$ cat config.mk
export PLATFORM = sky130hd
export DESIGN_NAME = wb_arbiter_2m
export DESIGN_NICKNAME = d
export VERILOG_FILES = /design/src/rtl/wb_arbiter_2m.sv
export SDC_FILE = /design/constraint.sdc
export NUM_CORES = 1
export LEC_CHECK = 0
export CELL_PAD_IN_SITES_DETAIL_PLACEMENT = 1
export CELL_PAD_IN_SITES_GLOBAL_PLACEMENT = 2
export CORE_UTILIZATION = 10
export DETAILED_ROUTE_END_ITERATION = 7
export PLACE_DENSITY_LB_ADDON = 0.1
export SYNTH_ARGS = -nofsm -noshare
export SYNTH_HDL_FRONTEND = slang
export SYNTH_SLANG_ARGS = --single-unit
$ cat constraint.sdc
create_clock -name clk_i -period 2.45 [get_ports clk_i]
set_input_delay 0.49 -clock clk_i [delete_from_list [all_inputs] [get_ports clk_i]]
set_output_delay 0.49 -clock clk_i [all_outputs]
set_load 0.01 [all_outputs]
$ cat src/rtl/wb_arbiter_2m.sv
// Two-master pipelined Wishbone arbiter: grant held for a whole cyc, bounded outstanding requests.
// Define WB_ARBITER_FIXED_PRIORITY_EN for m0-wins contention; default build is round robin.
module wb_arbiter_2m #(
   parameter int unsigned MAX_OUTSTANDING = 4
) (
   input  logic        clk_i,
   input  logic        rst_i,
   input  logic [31:0] m0_adr_i,
   input  logic [31:0] m0_dat_i,
   output logic [31:0] m0_dat_o,
   input  logic        m0_we_i,
   input  logic [3:0]  m0_sel_i,
   input  logic        m0_stb_i,
   input  logic        m0_cyc_i,
   output logic        m0_ack_o,
   output logic        m0_stall_o,
   input  logic [31:0] m1_adr_i,
   input  logic [31:0] m1_dat_i,
   output logic [31:0] m1_dat_o,
   input  logic        m1_we_i,
   input  logic [3:0]  m1_sel_i,
   input  logic        m1_stb_i,
   input  logic        m1_cyc_i,
   output logic        m1_ack_o,
   output logic        m1_stall_o,
   output logic [31:0] s_adr_o,
   output logic [31:0] s_dat_o,
   output logic        s_we_o,
   output logic [3:0]  s_sel_o,
   output logic        s_stb_o,
   output logic        s_cyc_o,
   input  logic [31:0] s_dat_i,
   input  logic        s_ack_i,
   input  logic        s_stall_i,
   output logic [1:0]  grant_o
);

   typedef enum logic {IDLE = 1'b0, BUSY = 1'b1} state_t;

   localparam logic [3:0] MAX_CNT = 4'(MAX_OUTSTANDING);

   state_t     state_q, state_d;
   logic       owner_q, owner_d;
   logic       last_q, last_d;
   logic [3:0] count_q, count_d;

   logic full, own_cyc, own_stb, accept, ack_dec, winner;

   assign full    = (count_q == MAX_CNT);
   assign own_cyc = owner_q ? m1_cyc_i : m0_cyc_i;
   assign own_stb = owner_q ? m1_stb_i : m0_stb_i;
   assign accept  = (state_q == BUSY) & own_cyc & own_stb & ~full & ~s_stall_i;
   assign ack_dec = s_ack_i & (count_q != 4'd0);

`ifdef WB_ARBITER_FIXED_PRIORITY_EN
   assign winner = ~m0_cyc_i;
`else
   assign winner = (m0_cyc_i & m1_cyc_i) ? ~last_q : m1_cyc_i;
`endif

   assign m0_dat_o = s_dat_i;
   assign m1_dat_o = s_dat_i;

   always_ff @(posedge clk_i or negedge rst_i) begin
      if (!rst_i) begin
         state_q <= IDLE;
         owner_q <= 1'b0;
         last_q  <= 1'b1;
         count_q <= 4'd0;
      end else begin
         state_q <= state_d;
         owner_q <= owner_d;
         last_q  <= last_d;
         count_q <= count_d;
      end
   end

   always_comb begin
      state_d = state_q;
      owner_d = owner_q;
      last_d  = last_q;
      count_d = count_q;
      case (state_q)
         IDLE: begin
            if (m0_cyc_i | m1_cyc_i) begin
               state_d = BUSY;
               owner_d = winner;
               last_d  = winner;
               count_d = 4'd0;
            end
         end
         BUSY: begin
            // Dropping cyc abandons the cycle; in-flight acks are discarded.
            if (!own_cyc) begin
               state_d = IDLE;
               count_d = 4'd0;
            end else begin
               count_d = count_q + {3'd0, accept} - {3'd0, ack_dec};
            end
         end
         default: state_d = IDLE;
      endcase
   end

   always_comb begin
      s_adr_o    = 32'd0;
      s_dat_o    = 32'd0;
      s_we_o     = 1'b0;
      s_sel_o    = 4'd0;
      s_cyc_o    = 1'b0;
      s_stb_o    = 1'b0;
      m0_stall_o = 1'b1;
      m1_stall_o = 1'b1;
      m0_ack_o   = 1'b0;
      m1_ack_o   = 1'b0;
      grant_o    = 2'b00;
      if (state_q == BUSY) begin
         s_adr_o = owner_q ? m1_adr_i : m0_adr_i;
         s_dat_o = owner_q ? m1_dat_i : m0_dat_i;
         s_we_o  = owner_q ? m1_we_i  : m0_we_i;
         s_sel_o = owner_q ? m1_sel_i : m0_sel_i;
         s_cyc_o = own_cyc;
         s_stb_o = own_stb & ~full;
         if (owner_q) begin
            m1_stall_o = s_stall_i | full;
            m1_ack_o   = s_ack_i;
            grant_o    = 2'b10;
         end else begin
            m0_stall_o = s_stall_i | full;
            m0_ack_o   = s_ack_i;
            grant_o    = 2'b01;
         end
      end
   end

endmodule
==> results.sh <==
export IMPL_r2r_end="count_q[1]"
export IMPL_row_count=54
export IMPL_drt_first_pass_iters=3
export IMPL_synth_top_cell_area_share=0.312
export IMPL_r2r_start="owner_q"
export IMPL_status="finished, final reports clean"
export IMPL_cts_root_buf="clkbuf_16"
export IMPL_synthArstFlopShare=1.00
export IMPL_synthTopCellsByArea="mux2i_1, buf_4, nor2b_1"
export IMPL_grt_pass1_wl_um=14300
export IMPL_synth_top_area_cell="mux2i_1"
export IMPL_fill_cells=2530
export IMPL_finalMaxSlewViolations=0
export IMPL_htreeDepth=1
export IMPL_drt_total_wl_um=10200
export IMPL_end_kind="register"
export IMPL_holdWs_ps=493
export IMPL_fin_crit_ps=2360
export IMPL_p_leak_uw=0.00187
export IMPL_die_h_um=151
export IMPL_yosysSeqAreaShare=0.0796
export IMPL_tightest_slew_ps=590
export IMPL_r2r_cells=8
export IMPL_vias=2385
export IMPL_cts_sinks=7
export IMPL_grt_usage=0.0823
export IMPL_regArea_um2=181
export IMPL_synth_most_common_cell="nor2b_1"
export IMPL_nets=619
export IMPL_route_antenna_remaining_nets=0
export IMPL_die_w_um=151
export IMPL_via_per_inst=3.34
export IMPL_cts_clk_slew_worst_paths_ps=40
export IMPL_detail_route_wl_per_cell_um=14.3
export IMPL_min_from="count_q[3]"
export IMPL_holdPathEnd="count_q[3]"
export IMPL_setup_ws_ps=88.0
export IMPL_crit_path_start_kind="register"
export IMPL_gp_congestion=0.633
export IMPL_top_layer="met4"
export IMPL_antenna_found_initial=0
export IMPL_cp_arrival_ps=2470
export IMPL_clk_insertion_delay_late_ps=230
export IMPL_synthCells=275
export IMPL_hold_depth=2
export IMPL_dieArea_mm2=0.0228
export IMPL_setup_violations_final=0
export IMPL_dp_cells=708
export IMPL_area_delta_synth_final_pct=102
export IMPL_total_power_uw=3080
export IMPL_ys_ff_latch=7
export IMPL_cts_tree="done"
export IMPL_wl_met2_um=5430
export IMPL_peakVddDrop_v=0.000235
export IMPL_fin_skew_ps=2.56
export IMPL_cts_setup_buffers=0
export IMPL_wl_met3_um=1010
export IMPL_clockBufferDepth=2
export IMPL_synth_area_mm2=0.00222
export IMPL_multiInputGateArea_mm2=0.00146
export IMPL_io_buffers=222
export IMPL_max_freq_ghz=0.423
export IMPL_instances_no_fill=714
export IMPL_core_area_mm2=0.0218
export IMPL_cp_required_ps=2560
export IMPL_rsz0062_at_grt="no"
export IMPL_avgSynthCellArea_um2=8.06
export IMPL_drive_above_1_share=0.0554
export IMPL_synth_warnings=0
export IMPL_crit_type="reg2reg"
export IMPL_start_util=0.102
export IMPL_synthFlopType="dfrtp_1"
export IMPL_syn_nets=460
export IMPL_grt_overflow=0
export IMPL_preCtsSetupSlack_ps=-286
export IMPL_grt_max_degree=35
export IMPL_min_period_over_period=0.964
export IMPL_finalHoldViolCount=0
export IMPL_drt_iter0_drc=26
export IMPL_wl_met1_um=3640
export IMPL_hold_class="reg2reg"
export IMPL_post_route_util=0.205
export IMPL_synth_cell_types=27
export IMPL_slew_limit_headroom=0.604
export IMPL_dpl_hpwl_um=8120
export IMPL_worst_r2r_setup_slack_ps=90
export IMPL_cts_buffers=3
export IMPL_crit_path_max_fanout=6
export IMPL_synth_edf_count=0
export IMPL_powerDensity_mw_per_mm2=689
export IMPL_drcViolationCount=0
export IMPL_grt_pass1_vias=2454
export IMPL_synth_top_cells_by_count="nor2b_1, buf_4, mux2i_1, clkbuf_1"
export IMPL_io_pin_count=319
export IMPL_cts_hold_buf=0
export IMPL_maxCapViolations=0
[power breakdown]
part | internal (uW) | switching, uW
clock network | 216 | 60.7
logic | 1460 | 1090
registers | 176 | 76.8
[cells in the final DEF, fill, tap and decap left out, types with 2 or more instances in the layout]
cell and instances:
a21o_1 2, a21oi_1 4, a22o_1 3, and2_1 2
and3_1 2, buf_16 2, buf_4 11, clkbuf_16 3
clkdlybuf4s50_1 212, dfrtp_1 4, dlygate4sd2_1 3, dlymetal6s2s_1 7
ha_1 5, inv_1 6, mux2i_1 69, nand2_1 5
nand2b_1 2, nand3_1 3, nor2_1 2, nor2b_1 70
[timing repair]
action,4_1_cts,5_1_grt
gates resized for setup,9,7
cloned,1,0
endpoints found under the setup margin,55,9
hold endpoints to repair,0,0
[per-layer routing]
layer / vias to the layer above / track usage
li1: 1162 / -
met1: 1091 / 0.0864
met2: 111 / 0.160
met3: 21 / 0.0241
met4: 0 / 0.0165
met5: - / 0
[final cells by class]
| cell class | count | share of cell area |
|---|---|---|
| antenna | 1 | 0.000560 |
| clock buffer | 4 | 0.0177 |
| inverter | 6 | 0.00504 |
| multi-input combinational | 181 | 0.326 |
| sequential | 7 | 0.0406 |
| tap | 280 | 0.0785 |
| timing repair buffer | 235 | 0.532 |
[worst max path at each step]
stage,endpoint,start,slack [ps]
6_report,count_q[1],owner_q,90
5_1_grt,s_adr_o[8],owner_q,3
2_1_floorplan,count_q[1],m0_cyc_i,150
4_1_cts,count_q[1],m1_cyc_i,2
3_5_place_dp,count_q[2],m1_cyc_i,-290
3_3_place_gp,count_q[2],m1_cyc_i,-280
[critical path, stage by stage, from the launching register on]
cell and delay [ps]:
dfrtp_4 570, mux2_4 340, and2_4 160, nand3_1 80, ha_1 220, inv_1 60, ha_2 170, fa_2 430
a22o_1 220
[cell families after synthesis]
logic type,count (synthesis),synth area share
mux,71,0.324
xor+xnor,1,0.00395
buf+inv,87,0.268
compound gates,12,0.0373
flops,7,0.0796
simple gates,90,0.245
fa+ha+maj,7,0.0429
[flip-flops by register name, indices dropped and copies added (netlist names)]
signal   count
count_q      4
state_q      1
last_q       1
owner_q      1
[per-stage QoR]
| step | instance area, um2 | setup TNS [ps] |
|---|---|---|
| final | 4470 | 0 |
| after global routing | 4460 | 0 |
| after CTS | 4450 | 0 |
| after detailed placement | 4330 | -799 |
| after global placement | 4330 | -764 |
| after floorplan | 2220 | 0 |
(Power assumes the default switching activity.)
